`config.mk`:
```
export PLATFORM = sky130hd
export DESIGN_NAME = csr
export DESIGN_NICKNAME = d
export VERILOG_FILES = /design/src/rtl/csr_pkg.sv /design/src/rtl/csr_ex_prio.sv /design/src/rtl/csr.sv
export SDC_FILE = /design/constraint.sdc
export NUM_CORES = 1
export LEC_CHECK = 0
export ABC_AREA = 1
export CAP_MARGIN = 0
export CORE_AREA = 2 2 39 41
export DETAILED_ROUTE_END_ITERATION = 10
export DIE_AREA = 0 0 41 43
export GPL_TIMING_DRIVEN = 0
export PLACE_DENSITY = 0.74
export SYNTH_ARGS = -nofsm -noshare
export SYNTH_HDL_FRONTEND = slang
export SYNTH_HIERARCHICAL = 1
export SYNTH_SLANG_ARGS = --single-unit
export TNS_END_PERCENT = 30
```
`constraint.sdc`:
```
create_clock -name clk -period 1.7 [get_ports clk]
set_input_delay 0.255 -clock clk [delete_from_list [all_inputs] [get_ports clk]]
set_output_delay 0.255 -clock clk [all_outputs]
set_load 0.01 [all_outputs]
```
`src/rtl/csr_pkg.sv`:
```
// csr_pkg: exception cause codes shared by the csr block and the pipeline/trap handler.
package csr_pkg;
  typedef logic [5:0] ex_code_t;
  localparam ex_code_t EX_CLR   = 6'h00;
  localparam ex_code_t ALU_EX   = 6'h01;
  localparam ex_code_t IL_OP    = 6'h05;
  localparam ex_code_t STACK_OV = 6'h0B;
  localparam ex_code_t SEGFAULT = 6'h12;
  localparam ex_code_t CPU_ERR  = 6'h3E;
  localparam ex_code_t BRKPT    = 6'h3F;
endpackage

```
`src/rtl/csr_ex_prio.sv`:
```
// csr_ex_prio: picks the highest-priority raised event and returns its cause code.
module csr_ex_prio
  import csr_pkg::*;
(
  input  logic [6:0] i_ev,
  output logic       o_valid,
  output ex_code_t   o_code
);
  // i_ev order, high to low: cpu_error, d_seg, i_seg, illegal_op, stack_ov, alu_ex, brkpt
  always_comb begin
    o_valid = |i_ev;
    o_code  = i_ev[6] ? CPU_ERR  :
              i_ev[5] ? SEGFAULT :
              i_ev[4] ? SEGFAULT :
              i_ev[3] ? IL_OP    :
              i_ev[2] ? STACK_OV :
              i_ev[1] ? ALU_EX   :
              i_ev[0] ? BRKPT    : EX_CLR;
  end
endmodule

```
`src/rtl/csr.sv`:
```
// csr: per-thread exception capture; holds the first cause and stalls the thread until cleared.
module csr
  import csr_pkg::*;
#(
  parameter logic [7:0] ID = 8'h00
) (
  input  logic       clk,
  input  logic       rst_n,
  input  logic       clr_ex,
  input  logic       i_cache_seg_fault,
  input  logic       d_cache_seg_fault,
  input  logic       illegal_op,
  input  logic       alu_op_ex,
  input  logic       stack_overflow,
  input  logic       breakpoint,
  input  logic       cpu_error,
  output logic [5:0] ex_code,
  output logic [7:0] thr_id,
  output logic       csr_stall
);
  ex_code_t r_code;
  logic     r_stall;
  logic     w_valid;
  ex_code_t w_code;
  csr_ex_prio u_prio (
    .i_ev    ({cpu_error, d_cache_seg_fault, i_cache_seg_fault, illegal_op,
               stack_overflow, alu_op_ex, breakpoint}),
    .o_valid (w_valid),
    .o_code  (w_code)
  );
  // clear wins over a same-cycle event; a pending cause is sticky
  always_ff @(posedge clk or negedge rst_n) begin
    if (!rst_n) begin
      r_code  <= EX_CLR;
      r_stall <= 1'b0;
    end else if (clr_ex) begin
      r_code  <= EX_CLR;
      r_stall <= 1'b0;
    end else if (!r_stall && w_valid) begin
      r_code  <= w_code;
      r_stall <= 1'b1;
    end
  end
  assign ex_code   = r_code;
  assign csr_stall = r_stall;
  assign thr_id    = ID;
endmodule

```
Word-level counts from Yosys, hierarchy flattened --
Cells that the tools add are included.
Operators by class: reduce and logical (&&, ||, !) cells 4, muxes and demuxes 11
Operators by type and width (number):
- 2-to-1 mux 6 bit | 9
- OR reduction 7 bit | 1
- 2-to-1 mux 1 bit | 2
- nonzero test 2 bit | 1
- logical AND 1 bit | 1
- logical NOT 1 bit | 1
Storage, ports and cells: flip-flop bits (word level) 7, input bits 10, output and inout bits 15, logic and storage cells 17

Logic depth before layout (Yosys ltp) --
Gate-level depths: netlist of the first run.
word-level depth 9, mapped depth 7, gate-level depth less buffers 7

Modules after synthesis --
Netlist of the first run, hierarchy kept.
Modules (own cells, without submodules):
- csr | area an instance 364.1 µm², instances 1, cells each 39, seq. area each 175.2 µm²
- csr_ex_prio | area an instance 118.9 µm², instances 1, cells each 28, seq. area each 0.0 µm²

Worst setup path before layout of the first run --
OpenSTA, ideal clock, no wires.
path type input -> register, start in i_cache_seg_fault, end reg r_code[0], in the netlist ex_code[0], data required time 1635 ps, library setup time 65 ps, cell stages on the path 7, data arrival time 971 ps, path buffers 0, setup slack 664 ps, cells stage by stage nor2_2 inv_2 nor2_4 nand2_1 nand2_4 nand3_1 nand2_1
Between the ends: elaborated cells between the ends (all ways) 8, classes of those cells 5 x mux; 3 x reduce/logical
RTL lines:
- from (decl) | RTL line csr.sv:10 | input logic i_cache_seg_fault,
- OR reduction 7 bit | RTL line csr_ex_prio.sv:11 | o_valid = |i_ev;
- named net w_valid | RTL line csr.sv:23 | logic w_valid;
- logical AND 1 bit | RTL line csr.sv:39 | end else if (!r_stall && w_valid) begin
- nonzero test 2 bit (no source line)
- to (signal assigned) | RTL line csr.sv:40 | r_code <= w_code;
- to (decl) | RTL line csr.sv:21 | ex_code_t r_code;
The timed path passes the listed nets, and every way through them passes these cells. The select of a mux whose other input is x is not followed. A chain may end at the register's enable or synchronous reset.

Worst setup path after layout of the first run --
start reg r_stall, in the netlist csr_stall, end out csr_stall
RTL lines:
- from (decl) | RTL line csr.sv:22 | logic r_stall;
- from (signal assigned) | RTL line csr.sv:35 | r_stall <= 1'b0;
- from (signal assigned) | RTL line csr.sv:38 | r_stall <= 1'b0;
- from (signal assigned) | RTL line csr.sv:41 | r_stall <= 1'b1;
- to (decl) | RTL line csr.sv:19 | output logic csr_stall
No word-level cell between the ends.

==> results of run 1 <==
-- how the worst max path moves through the flow --
stage                      start    endpoint  slack, ns  depth (start not counted)
2_1_floorplan  i_cache_seg_fault  ex_code[0]       0.66                          7
3_3_place_gp   i_cache_seg_fault  ex_code[2]       0.14                          8
3_5_place_dp   i_cache_seg_fault  ex_code[1]       0.11                          8
4_1_cts                csr_stall   csr_stall       0.29                          1
5_1_grt                csr_stall   csr_stall       0.24                          1
6_report               csr_stall   csr_stall       0.30                          1
-- state kept, by name, indices dropped and copies added (netlist names) --
signal / cells
csr_stall: 1
ex_code: 6
-- power by group through the flow --
stage | sequential, mW | combinational [mW] | clock, mW
2_1_floorplan | 0.195 | 0.0636 | 0
3_3_place_gp | 0.189 | 0.127 | 0
3_5_place_dp | 0.189 | 0.129 | 0
4_1_cts | 0.187 | 0.129 | 0.156
5_1_grt | 0.188 | 0.145 | 0.170
6_report | 0.186 | 0.128 | 0.153
-- final cells by class --
type,instances,share of cell area (%)
Multi-Input combinational cell,49,32.52
Sequential cell,7,24.48
Timing Repair Buffer,16,22.38
Buffer,9,9.441
Inverter,9,4.720
Clock buffer,4,3.671
Tap cell,16,2.797
-- cells in the mapped netlist --
cell,n,area share [%]
inv_1,6,4.7
o21ai_0,1,1.0
a21oi_2,1,1.8
nor2_2,1,1.3
conb_1,1,0.78
nand4_1,6,7.8
nor2_1,4,3.1
dfrtp_1,7,36
inv_2,3,2.3
nand2_4,1,2.3
buf_4,9,14
nand2_1,18,14
nor2_4,1,2.3
nand3_1,8,8.3
-- placed cells by master, fill, tap and decap left out --
cell,n
clkbuf_4,3
nand2_4,1
buf_4,9
inv_2,3
clkdlybuf4s50_1,16
nand3_1,8
nand4_1,6
dfrtp_1,7
inv_1,6
nor2_2,1
nand2_1,18
conb_1,8
o21ai_0,1
nor2_1,4
clkbuf_1,1
nor2_4,1
a21oi_2,1
-- layer usage --
layer	vias up	share of wire (%)
met5	-	0
met1	184	41
met2	23	46
met3	3	10
met4	0	2.6
li1	250	-
-- cell families (layout without fill, tap and decap cells) --
family | after synthesis | after routing | share of synthesized area (%)
AOI/OAI and AO/OA | 2 | 2 | 2.849
buffers and inverters | 18 | 38 | 20.98
DFF | 7 | 7 | 36.27
other | 1 | 8 | 0.7765
and+or+nand+nor | 39 | 39 | 39.12
==> impl_metrics.env, run 1 <==
export IMPL_outcome="complete, no violations"
export IMPL_use_met3_pct=2.094
export IMPL_finalCritPeriodShare_pct=82.61
export IMPL_fin_ws_ns=0.2957
export IMPL_power_density_mw_per_mm2=653.8
export IMPL_area_growth_pct=48.19
export IMPL_routedWlPerCell_um=7.927
export IMPL_crit_type="flip-flop to primary output"
export IMPL_final_cell_area_um2=715.7
export IMPL_p_leak_nw=0.3767
export IMPL_arrival_ns=1.15
export IMPL_period_minus_slack_ns=1.404
export IMPL_swShare_pct=27.95
export IMPL_start_util_pct=34.90
export IMPL_cts_resized=0
export IMPL_hold_ws_ns=0.2534
export IMPL_critPathCaptureType="primary output"
export IMPL_cts_tree="built"
export IMPL_crit_family="buffers and inverters"
export IMPL_dieWidth_um=41
export IMPL_clk_latency_ns=0.25
export IMPL_worstPathRequired_ns=1.44
export IMPL_cts_htree_levels=1
export IMPL_hp_class="input port to asynchronous set/reset pin"
export IMPL_antenna_left=0
export IMPL_port_buffers=16
export IMPL_seqPwrFrac_pct=39.8
export IMPL_finalHoldViolCount=0
export IMPL_path_clk_slew_ns=0.05
export IMPL_antenna_found_initial=0
export IMPL_core_mm2=0.001384
export IMPL_placed_cells=106
export IMPL_slowest_stage="clkdlybuf4s50_1"
export IMPL_syn_area_per_cell_um2=7.208
export IMPL_die_y_um=43
export IMPL_critPathBufInv=1
export IMPL_grt_max_degree=11
export IMPL_yosys_warnings=6
export IMPL_cts_buffer_depth=2
export IMPL_std_cell_rows=14
export IMPL_rrSetupSlack_ns=0.81
export IMPL_track_usage_pct=13.12
export IMPL_setup_viol=0
export IMPL_drive_above_1_share_pct=20.21
export IMPL_reg2reg_depth=4
export IMPL_route_vias_total=460
export IMPL_p_sw_mw=0.1308
export IMPL_num_io_pins=25
export IMPL_place_gp_congestion=0.7160
export IMPL_cts_num_sinks=7
export IMPL_grt_overflow=0
export IMPL_fmaxAchievable_mhz=712.1
export IMPL_internal_power_mw=0.3371
export IMPL_post_route_util_pct=51.72
export IMPL_grt_first_pass_wirelength_mm=1.566
export IMPL_grt_use_met1_pct=16.34
export IMPL_nFillCells=156
export IMPL_grt_setup_unrepaired="false"
export IMPL_final_nets=105
export IMPL_cp_cell_sequence="clkdlybuf4s50_1"
export IMPL_timing_max_cap_violations=0
export IMPL_dieArea_mm2=0.001763
export IMPL_numCtsBuffers=3
export IMPL_rr_startpoint="csr_stall"
export IMPL_placed_cell_area_um2=689.4
export IMPL_setup_tns_ns=0
export IMPL_r2r_end="ex_code[1]"
export IMPL_multiInputGateArea_um2=232.7
export IMPL_root_buffer="clkbuf_4"
export IMPL_final_seq_area_um2=175.2
export IMPL_dp_slack_ns=0.1051
export IMPL_diodes=0
export IMPL_peakVddDrop_mv=0.2259
export IMPL_clkPwrFrac_pct=32.7
export IMPL_start_kind="flip-flop"
export IMPL_ys_seq_area_share_pct=36.27
export IMPL_grt_busiest_layer="met2"
export IMPL_synth_cell_area_um2=483.0
export IMPL_syn_instance_count=67
export IMPL_drc=0
export IMPL_cp_max_fo=2
export IMPL_dr_first_iter_drc_count=7
export IMPL_drt_pass1_iterations=4
export IMPL_dp_hpwl_um=737.1
export IMPL_post_cts_buffers=0
export IMPL_final_max_slew_violation_count=0
export IMPL_vias_per_cell=4.182
export IMPL_synthDistinctLibCells=14
export IMPL_power_frac_comb_pct=27.4
export IMPL_fin_worst_skew_ns=0.003026
export IMPL_grt_pass1_vias=398
export IMPL_cts_hold_buf=0
export IMPL_max_stage_delay_ns=0.54
export IMPL_grt_use_met2_pct=19.06
export IMPL_fin_cells=110
export IMPL_power_mw=0.4679
export IMPL_wirelength_um=872
export IMPL_synth_seq_cells=7
No activity file was read; power rests on OpenSTA's default activity.
==> run 2: changes to the inputs <==
- CORE_AREA: 2 2 39 41 -> not set
- CORE_MARGIN: not set -> 2
- CORE_UTILIZATION: not set -> 37
- DIE_AREA: 0 0 41 43 -> not set
- PLACE_DENSITY: 0.74 -> 0.76
- clock period: 1.7 -> 1.47 ns (I/O delays scaled with it)
==> run 2 against run 1 <==
Net effect:
- register-to-register slack got worse by 0.24 ns
- via count is 6.1% higher
- count of clock-buffer cells in the layout did not move
- critical endpoint unchanged
- largest cell class unchanged
- highest routed layer unchanged
==> impl_metrics.env, run 2 (synthesis results as in run 1) <==
export IMPL_critPathBufInv=1
export IMPL_outcome="complete, no violations"
export IMPL_num_io_pins=25
export IMPL_max_stage_delay_ns=0.53
export IMPL_path_clk_slew_ns=0.05
export IMPL_post_route_util_pct=57.04
export IMPL_root_buffer="clkbuf_4"
export IMPL_route_met2_wl_um=501
export IMPL_power_density_mw_per_mm2=756.6
export IMPL_crit_path_start="csr_stall"
export IMPL_finalHoldViolCount=0
export IMPL_cts_resized=0
export IMPL_cts_num_sinks=7
export IMPL_vias_per_cell=4.477
export IMPL_cp_max_fo=2
export IMPL_cts_tree="built"
export IMPL_rrSetupSlack_ns=0.57
export IMPL_critPathCaptureType="primary output"
export IMPL_setup_tns_ns=0
export IMPL_cts_hold_buf=0
export IMPL_fmaxAchievable_mhz=735.9
export IMPL_multiInputGateArea_um2=232.7
export IMPL_post_cts_buffers=0
export IMPL_path_depth=1
export IMPL_p_leak_nw=0.3767
export IMPL_core_mm2=0.001252
export IMPL_mostFrequentLayoutCells="nand2_1 (18), clkdlybuf4s50_1 (16), buf_4 (9)"
export IMPL_grt_setup_unrepaired="false"
export IMPL_largest_reg_flops=6
export IMPL_arrival_ns=1.14
export IMPL_drt_pass1_iterations=4
export IMPL_fin_ws_ns=0.1112
export IMPL_dieWidth_um=40.13
export IMPL_final_max_slew_violation_count=0
export IMPL_wirelength_um=973
export IMPL_start_util_pct=38.56
export IMPL_timing_max_cap_violations=0
export IMPL_drc=0
export IMPL_power_mw=0.5406
export IMPL_cp_cell_sequence="clkdlybuf4s50_1"
export IMPL_grt_overflow=0
export IMPL_final_seq_area_um2=175.2
export IMPL_port_buffers=16
export IMPL_routedWlPerCell_um=8.927
export IMPL_dieArea_mm2=0.001610
export IMPL_slowest_stage="clkdlybuf4s50_1"
export IMPL_cts_buffer_depth=2
export IMPL_worstPathRequired_ns=1.25
export IMPL_hp_class="input port to asynchronous set/reset pin"
export IMPL_dp_hpwl_um=812.1
export IMPL_fin_worst_skew_ns=0.0005356
export IMPL_final_nets=105
export IMPL_period_minus_slack_ns=1.359
export IMPL_route_vias_total=488
export IMPL_clk_latency_ns=0.25
export IMPL_grt_max_degree=11
export IMPL_top_layer_used="met4"
export IMPL_numCtsBuffers=3
export IMPL_cts_htree_levels=1
export IMPL_std_cell_rows=13
export IMPL_finalCritPeriodShare_pct=92.44
export IMPL_die_y_um=40.13
export IMPL_r2r_end="ex_code[5]"
export IMPL_diodes=0
export IMPL_area_growth_pct=47.93
export IMPL_grt_first_pass_wirelength_mm=1.690
export IMPL_crit_type="flip-flop to primary output"
export IMPL_dr_first_iter_drc_count=9
export IMPL_layout_commonest_cell="nand2_1"
export IMPL_nFillCells=130
export IMPL_grt_pass1_vias=433
export IMPL_peakVddDrop_mv=0.6241
export IMPL_start_kind="flip-flop"
export IMPL_crit_family="buffers and inverters"
export IMPL_track_usage_pct=16.30
export IMPL_rr_startpoint="csr_stall"
export IMPL_setup_viol=0
export IMPL_place_gp_congestion=0.8029
export IMPL_antenna_left=0
export IMPL_drive_above_1_share_pct=20.21
export IMPL_routedLengthMet1_um=385
export IMPL_hold_ws_ns=0.2252
export IMPL_dp_slack_ns=-0.08974
export IMPL_dr_wl_met3_um=72
export IMPL_reg2reg_depth=4
export IMPL_antenna_found_initial=0
==> run 2: cell counts in the layout (fill, tap and decap cells not counted) <==
Identical to the previous run, type by type.
==> run 2: through the flow <==
stage | cell area (µm²) | std cells
floorplan | 509.2 | 74
global placement | 688.2 | 105
detailed placement | 688.2 | 105
CTS | 714.4 | 109
global route | 714.4 | 109
finish | 714.4 | 109
==> run 2: worst max path at each step <==
| stage | to | slack, ns |
|---|---|---|
| 2_1_floorplan | ex_code[0] | 0.47 |
| 3_3_place_gp | ex_code[2] | -0.04 |
| 3_5_place_dp | ex_code[5] | -0.09 |
| 4_1_cts | csr_stall | 0.1 |
| 5_1_grt | ex_code[2] | 0.01 |
| 6_report | csr_stall | 0.11 |
==> run 2: power by group <==
part           internal [mW]  switching [mW]  total [mW]
Sequential             0.208         0.00776       0.216
Combinational         0.0786          0.0725       0.151
Clock                  0.104          0.0704       0.174
Total                  0.390           0.151       0.541
==> run 2: metal layers <==
| metal | vias up | global-route usage (%) |
|---|---|---|
| li1 | 251 | - |
| met1 | 220 | 17.87 |
| met2 | 15 | 27.02 |
| met3 | 2 | 6.667 |
| met4 | 0 | 7.759 |
| met5 | - | 0 |
==> run 2: area by class of cell <==
type | count | share of cell area [%]
Inverter | 9 | 4.729
Timing Repair Buffer | 16 | 22.42
Tap cell | 15 | 2.627
Clock buffer | 4 | 3.678
Multi-Input combinational cell | 49 | 32.57
Sequential cell | 7 | 24.52
Buffer | 9 | 9.457
